<file path="src/rtl/uart_rx.sv">
// uart_rx: 8-bit UART receiver.
// Frame on the line: start(0), 8 data bits MSB first, one parity bit, stop(1).
// Each bit lasts CLKS_PER_BIT clocks. The parity bit equals (^data) ^ parity_type.
// Good frames are pushed to the receive FIFO with a one-cycle wr_en strobe.
// Bad frames (parity or stop-bit failure) still update rx_msg and are flagged.
// A good frame that arrives while the FIFO is full is dropped and flagged as an overrun.

module uart_rx #(
    parameter int CLKS_PER_BIT = 14,
    parameter int SAMPLE_POINT = 6
) (
    input  logic       clk_3125_rx,
    input  logic       rst_n,
    input  logic       rx,
    input  logic       parity_type,
    input  logic       ft_full,
    output logic [7:0] rx_msg,
    output logic       wr_en,
    output logic       rx_complete,
    output logic       parity_err,
    output logic       frame_err,
    output logic       overrun_err
);

    localparam int CNT_W       = (CLKS_PER_BIT > 1) ? $clog2(CLKS_PER_BIT) : 1;
    localparam int SYNC_STAGES = 2;

    localparam logic [CNT_W-1:0] CNT_LAST   = CNT_W'(CLKS_PER_BIT - 1);
    localparam logic [CNT_W-1:0] CNT_SAMPLE = CNT_W'(SAMPLE_POINT);
    localparam logic [CNT_W-1:0] CNT_ONE    = CNT_W'(1);

    typedef enum logic [2:0] {
        IDLE   = 3'd0,
        START  = 3'd1,
        DATA   = 3'd2,
        PARITY = 3'd3,
        STOP   = 3'd4
    } state_t;

    // Synchroniser chain for the asynchronous serial line; flops idle high so
    // reset never looks like a start bit.
    logic [SYNC_STAGES-1:0] sync_reg;
    logic                   rx_s;

    // Receiver state
    state_t           state_reg;
    logic [CNT_W-1:0] clk_cnt_reg;
    logic [2:0]       bit_cnt_reg;
    logic [7:0]       shift_reg;
    logic             par_bit_reg;

    // Registered outputs
    logic [7:0] rx_msg_reg;
    logic       wr_en_reg;
    logic       rx_complete_reg;
    logic       parity_err_reg;
    logic       frame_err_reg;
    logic       overrun_err_reg;

    // Frame checks evaluated at the stop-bit sample
    logic p_ok;
    logic s_ok;
    logic good;

    generate
        for (genvar gi = 0; gi < SYNC_STAGES; gi++) begin : g_sync
            if (gi == 0) begin : g_first
                // First stage captures the raw line
                always_ff @(posedge clk_3125_rx or negedge rst_n) begin
                    if (!rst_n) begin
                        sync_reg[gi] <= 1'b1;
                    end else begin
                        sync_reg[gi] <= rx;
                    end
                end
            end else begin : g_next
                // Later stages resolve metastability from the previous stage
                always_ff @(posedge clk_3125_rx or negedge rst_n) begin
                    if (!rst_n) begin
                        sync_reg[gi] <= 1'b1;
                    end else begin
                        sync_reg[gi] <= sync_reg[gi-1];
                    end
                end
            end
        end
    endgenerate

    assign rx_s = sync_reg[SYNC_STAGES-1];

    // The received parity bit must match the parity the transmitter computes
    // from the data; the stop bit must sample high.
    assign p_ok = (par_bit_reg == ((^shift_reg) ^ parity_type));
    assign s_ok = rx_s;
    assign good = p_ok & s_ok;

    // Receive FSM: bit timing, deserialisation, checks and output pulses
    always_ff @(posedge clk_3125_rx or negedge rst_n) begin
        if (!rst_n) begin
            state_reg       <= IDLE;
            clk_cnt_reg     <= '0;
            bit_cnt_reg     <= '0;
            shift_reg       <= '0;
            par_bit_reg     <= 1'b0;
            rx_msg_reg      <= 8'h00;
            wr_en_reg       <= 1'b0;
            rx_complete_reg <= 1'b0;
            parity_err_reg  <= 1'b0;
            frame_err_reg   <= 1'b0;
            overrun_err_reg <= 1'b0;
        end else begin
            // Pulse outputs default low so each is high for one cycle only
            wr_en_reg       <= 1'b0;
            rx_complete_reg <= 1'b0;
            parity_err_reg  <= 1'b0;
            frame_err_reg   <= 1'b0;
            overrun_err_reg <= 1'b0;

            case (state_reg)
                IDLE: begin
                    clk_cnt_reg <= '0;
                    if (!rx_s) begin
                        state_reg <= START;
                    end
                end

                START: begin
                    // Confirm the start bit near its middle; a short low
                    // glitch has already returned high by then.
                    if (clk_cnt_reg == CNT_SAMPLE) begin
                        clk_cnt_reg <= '0;
                        if (rx_s) begin
                            state_reg <= IDLE;
                        end else begin
                            bit_cnt_reg <= 3'd7;
                            state_reg   <= DATA;
                        end
                    end else begin
                        clk_cnt_reg <= clk_cnt_reg + CNT_ONE;
                    end
                end

                DATA: begin
                    // One full bit period after the start-bit midpoint lands
                    // on the middle of each data bit.
                    if (clk_cnt_reg == CNT_LAST) begin
                        clk_cnt_reg            <= '0;
                        shift_reg[bit_cnt_reg] <= rx_s;
                        if (bit_cnt_reg == 3'd0) begin
                            state_reg <= PARITY;
                        end else begin
                            bit_cnt_reg <= bit_cnt_reg - 3'd1;
                        end
                    end else begin
                        clk_cnt_reg <= clk_cnt_reg + CNT_ONE;
                    end
                end

                PARITY: begin
                    if (clk_cnt_reg == CNT_LAST) begin
                        clk_cnt_reg <= '0;
                        par_bit_reg <= rx_s;
                        state_reg   <= STOP;
                    end else begin
                        clk_cnt_reg <= clk_cnt_reg + CNT_ONE;
                    end
                end

                STOP: begin
                    // Mid-stop sample: report the frame and go idle at once so
                    // a start bit following right after the stop bit is caught.
                    if (clk_cnt_reg == CNT_LAST) begin
                        clk_cnt_reg     <= '0;
                        rx_msg_reg      <= shift_reg;
                        rx_complete_reg <= 1'b1;
                        parity_err_reg  <= ~p_ok;
                        frame_err_reg   <= ~s_ok;
                        wr_en_reg       <= good & ~ft_full;
                        overrun_err_reg <= good & ft_full;
                        state_reg       <= IDLE;
                    end else begin
                        clk_cnt_reg <= clk_cnt_reg + CNT_ONE;
                    end
                end

                default: begin
                    clk_cnt_reg <= '0;
                    state_reg   <= IDLE;
                end
            endcase
        end
    end

    assign rx_msg      = rx_msg_reg;
    assign wr_en       = wr_en_reg;
    assign rx_complete = rx_complete_reg;
    assign parity_err  = parity_err_reg;
    assign frame_err   = frame_err_reg;
    assign overrun_err = overrun_err_reg;

endmodule

</file>
<file path="config.mk">
export PLATFORM = sky130hd
export DESIGN_NAME = uart_rx
export DESIGN_NICKNAME = d
export VERILOG_FILES = /design/src/rtl/uart_rx.sv
export SDC_FILE = /design/constraint.sdc
export NUM_CORES = 1
export LEC_CHECK = 0
export CAP_MARGIN = 20
export CORE_ASPECT_RATIO = 1.25
export CORE_MARGIN = 8
export CORE_UTILIZATION = 31
export DETAILED_ROUTE_END_ITERATION = 7
export DONT_BUFFER_PORTS = 1
export GPL_TIMING_DRIVEN = 0
export HOLD_SLACK_MARGIN = 0.08
export PLACE_DENSITY = 0.52
export SYNTH_ARGS = -nofsm -noshare
export SYNTH_HDL_FRONTEND = slang
export SYNTH_SLANG_ARGS = --single-unit
</file>
<file path="constraint.sdc">
create_clock -name clk_3125_rx -period 2.2 [get_ports clk_3125_rx]
set_clock_uncertainty 0.1 [all_clocks]
set_input_delay 0.55 -clock clk_3125_rx [delete_from_list [all_inputs] [get_ports clk_3125_rx]]
set_output_delay 0.55 -clock clk_3125_rx [all_outputs]
set_load 0.05 [all_outputs]
</file>
==> metrics, run 1 <==
post-DP HPWL 2.261 mm; Net Sw Frac 0.3286; Area Growth Syn to Fin 11.36%; Routed WL 3.061 mm; Yosys reg bits 34; filler cell count 521; post-synthesis sequential area ratio 0.5198; worst path arrival time 1.90 ns; status finished clean; # rows 29; clk slew on worst S/H paths 0.06 ns; Unique masters post-synth 39; input/output buffers 0; initial antenna violation count 0; DRC viols 0; setup_tns 0 ns; total CTS buffers 5; min Tclk post-route 1.837 ns; worst skew pair latency 0.28 ns; crit path kind register to register; leading area contributor after synthesis dfrtp_1; P_int 1.150 mW; final design instance area without fill 1828 sq um; predominant post-synthesis flop cell dfrtp_1; Die Width 81.09 microns; max cap viols 0; PwrDens 937.0 nW/um^2; largest buffer count on any clock path 2; CTS tree built; CTS sink count 34; count of final max-slew check failures 0; Peak supply drop 0.4469 mV; Clk pwr share 0.248; Comb pwr share 0.302; met3 Use GR 0.03426; f_max 544.4 MHz; average size of a mapped cell 10.66 sq um; # diodes 0; RSZ-0062 raised after global routing no; grt total ovfl 0; routed length per instance 13.60 microns; P_sw 0.5628 mW; Synth top area share 0.4878; Finish-stage setup viols 0; placed cell area 1719 sq um; Post-synth EDFFs 0; crit path capture type register; sequential power share 0.450; asr flop ratio synth 1.000; Ports 18; vias in the first global route 1175; CTS resizes 0; post-route ant nets 0; CTS H-tree lvls 2; Placer Congestion 0.8268; layout cell share with drive strength beyond 1 0.1963; met2 usage 0.1405; drt pass-1 iters 4; Post-Syn Instances 154; kind of start point of the critical path register; Slew HR 0.6771; Ys Warns 0; root buffer selected by CTS clkbuf_8; Die Height 97.36 microns; Net count, final 170; routed via count 1085; pin count of the biggest net entering global routing 35; first-pass GRT wire length 5.499 mm; Synth Cell Area 1642 sq um; Worst Path Required 2.26 ns; critical path fanouts, max 8; Die ar. 7894 sq um; busiest grt layer met2; slew at the pin closest to its max-slew limit 0.4843 ns; Hold WC Path Type input port to register; Fin. Hold Viols 0; GRT met1 Usage 0.09967; Starting Density 0.3232; Mapped Nets 161; Final period util 0.8349; Synth area leaders dfrtp_1, mux2_2, nand2_1; leakage power 0.8584 nW; core area 5080 sq um; 1st-iter DRT viols 38; GRT Overall Usage 0.08776; Via density 4.822
## layout make-up
class	count	area, sq um	share of cell area
buffer	7	42.54	0.02327
clock buffer	5	68.82	0.03765
clock inverter	2	10.01	0.005476
inverter	6	22.52	0.01232
multi-input combinational	107	723.2	0.3956
sequential	34	853.3	0.4668
tap	62	77.57	0.04244
timing repair buffer	2	30.03	0.01643
## routing by layer
layer  share of wire  up-vias
met1            0.43      517
li1                -      542
met5               0        -
met2            0.48       21
met4           0.017        0
met3           0.068        5
## worst paths after layout
check	depth (start not counted)	startpoint	endpoint	slack, ns
max	6	bit_cnt_reg[1]	bit_cnt_reg[0]	0.36
min	0	rx	sync_reg[0]	0.16
max reg2reg	6	bit_cnt_reg[1]	bit_cnt_reg[0]	0.36
min reg2reg	0	sync_reg[0]	rx_s	0.26
max in group asynchronous	2	rst_n	sync_reg[0]	1.14
min in group asynchronous	2	rst_n	overrun_err	0.62
## power by group through the flow
stage / Sequential [mW] / Clock (mW) / Combinational, mW
finish: 0.770 / 0.424 / 0.518
CTS: 0.770 / 0.447 / 0.524
floorplan: 0.766 / 0 / 0.422
global route: 0.786 / 0.476 / 0.594
detailed placement: 0.782 / 0 / 0.505
global placement: 0.776 / 0 / 0.485
## logic make-up (layout without fill, tap and decap cells)
family,after synthesis,in the layout,synth area share
compound gates,14,14,0.06175
xor+xnor,11,11,0.06708
fa+ha+maj,2,2,0.01524
buf+inv,13,22,0.03963
flops,34,34,0.5198
mux,11,11,0.07546
simple gates,69,69,0.2210
## critical path: stages (launching register included)
cell and delay, ns:
dfrtp_1 0.32, clkbuf_1 0.26, inv_1 0.08, ha_1 0.19, ha_1 0.19, nand3b_1 0.27, mux2_2 0.32
## synth_stat cells (3+ instances only)
master	count
nand2_1	31
nor2_1	9
nand3_1	7
inv_1	6
mux2_2	11
nand4_1	3
dfrtp_1	32
buf_4	4
xnor2_1	8
nor3_1	3
## timing repair
action | in CTS | in global routing
hold buffers | 2 | 0
hold endpoints to repair | 34 | 0
setup buffers | 0 | 0
## metrics by stage
step           hold slack, ns  instances    util  worst slack, ns  power (mW)
6_report               0.1646        225  0.3599           0.3632       1.713
5_1_grt                0.1417        225  0.3599           0.2210       1.856
4_1_cts                0.1512        225  0.3599           0.3577       1.741
3_5_place_dp           0.1554        216  0.3384           0.3676       1.287
3_3_place_gp           0.1555        216  0.3384           0.3987       1.261
2_1_floorplan          0.1544        154       -           0.5475       1.188
## placed cells by master, fill, tap and decap left out, drive strengths merged, types with 3 or more instances in the layout
cell    netlist  layout
clkbuf        3       8
dfrtp        32      32
nor3          3       3
xnor2         8       8
nor2          9       9
buf           4       5
nand4         3       3
nor3b         4       4
nand2        32      32
mux2         11      11
inv           6       6
a21oi         3       3
nand3         7       7
Power figures use the tool's default switching activity.
==> inputs of run 2 (changes only) <==
Clock period 2.2 ns to 1.8 ns, I/O delays scaled along.
==> metrics, run 2 (synthesis gave the netlist of run 1 again) <==
status finished clean; Hold Slack 0.1368 ns (-0.02779 ns); routed via count 1111 (+2.4%); # rows 29 (unchanged); pin count of the biggest net entering global routing 35 (unchanged); Fin. Hold Viols 0 (unchanged); worst path arrival time 1.81 ns (-0.09 ns); kind of start point of the critical path register; CP delay by family, top simple AND/OR/NAND/NOR gates; initial antenna violation count 0 (unchanged); Die Width 81.09 microns (unchanged); root buffer selected by CTS clkbuf_8; Net count, final 172 (+1.2%); core area 5080 sq um (unchanged); PwrDens 1152 nW/um^2 (+23%); f_max 575.0 MHz (+5.6%); first-pass GRT wire length 5.499 mm (unchanged); total CTS buffers 5 (unchanged); leakage power 0.8707 nW (+1.4%); total power 2.167 mW (+27%); critical path cell sequence buf_2, and4b_1, buf_6, nand2_1, nor3_2, mux2_2; Die Height 97.36 microns (unchanged); slew at the pin closest to its max-slew limit 0.4843 ns (+0.00003874 ns); DRC viols 0 (unchanged); Ports 18 (unchanged); # diodes 0 (unchanged); Routed WL 3.149 mm (+2.9%); Hold WC Path Type input port to register; post-route ant nets 0 (unchanged); Area Growth Syn to Fin 14.63%; grt total ovfl 0 (unchanged); Die ar. 7894 sq um (unchanged); Worst path max stage delay 0.36 ns (+0.04 ns); clk slew on worst S/H paths 0.07 ns (about the same); min Tclk post-route 1.739 ns (-0.09753 ns); Starting Density 0.3232 (unchanged); crit path buf inv count 2 (unchanged); setup_tns 0 ns (unchanged); GRT Overall Usage 0.08776 (unchanged); input/output buffers 0 (unchanged); CTS sink count 34 (unchanged); critical path fanouts, max 9 (+1); largest buffer count on any clock path 2 (unchanged); crit path capture type register; most common cell after layout, fill and taps aside nand2_1; routed length per instance 13.87 microns (+2.0%); count of final max-slew check failures 0 (unchanged); most frequent cells in the layout nand2_1, dfrtp_1, mux2_2, nor2_1, xnor2_1; crit path kind register to register; layout cell share with drive strength beyond 1 0.2667 (+0.07035); Via density 4.894 (+1.5%); post-DP HPWL 2.261 mm (unchanged); CTS tree built; Finish-stage setup viols 0 (unchanged); Peak supply drop 0.5466 mV (+22%); drt pass-1 iters 4 (unchanged); Placer Congestion 0.8268 (unchanged); max cap viols 0 (unchanged); critical path's slowest cell mux2_2; worst skew pair latency 0.28 ns (about the same); CTS H-tree lvls 2 (unchanged); Worst Path Required 1.87 ns (-0.39 ns); Final period util 0.9662 (+0.1314); Slew HR 0.6771 (about the same); vias in the first global route 1173 (-0.17%); 1st-iter DRT viols 23 (-39%)
run 2: timing repair:
| action | 4_1_cts | 5_1_grt |
|---|---|---|
| resized for setup | 0 | 12 |
| hold buffers | 3 | 0 |
| gates cloned | 0 | 0 |
| endpoints found under the hold margin | 35 | 0 |
| setup buffers | 0 | 2 |
| endpoints found under the setup margin | 1 | 10 |
| pin swaps | 0 | 1 |
run 2: final timing paths:
| check | slack (ns) | end | startpoint | cells after the start |
|---|---|---|---|---|
| setup / recovery | 0.06 | shift_reg[6] | clk_cnt_reg[1] | 6 |
| hold / removal | 0.14 | wr_en | ft_full | 1 |
| setup reg to reg | 0.06 | shift_reg[6] | clk_cnt_reg[1] | 6 |
| hold reg to reg | 0.26 | rx_s | sync_reg[0] | 0 |
| max in group asynchronous | 0.84 | sync_reg[0] | rst_n | 2 |
| min in group asynchronous | 0.52 | overrun_err | rst_n | 2 |
run 2: metrics by stage:
stage | utilization | instance area [sq um] | setup slack, ns | cells
after detailed placement | 0.3384 | 1719 | -0.03242 | 216
after CTS | 0.3611 | 1834 | 0.01065 | 225
final | 0.3704 | 1882 | 0.06076 | 227
after floorplan | - | 1642 | 0.1475 | 154
after global placement | 0.3384 | 1719 | -0.001295 | 216
after global routing | 0.3704 | 1882 | -0.01276 | 227
run 2: power by group:
part / internal [mW] / switching (mW)
combinational: 0.325 / 0.347
clock: 0.259 / 0.260
sequential: 0.862 / 0.114
total: 1.45 / 0.721
run 2: final cells by class:
class,instances,area [sq um]
clock inverter,2,10.01
clock buffer,5,68.82
inverter,6,22.52
buffer,6,42.54
multi-input combinational,107,748.2
sequential,34,857.1
fill,514,3198
timing repair buffer,5,55.05
tap,62,77.57
run 2: metal layers:
| layer | GRT usage | vias to the layer above | wire length [microns] |
|---|---|---|---|
| li1 | - | 547 | - |
| met1 | 0.09967 | 536 | 1340 |
| met2 | 0.1405 | 23 | 1540 |
| met3 | 0.03426 | 5 | 216 |
| met4 | 0.03724 | 0 | 52 |
| met5 | 0 | - | 0 |
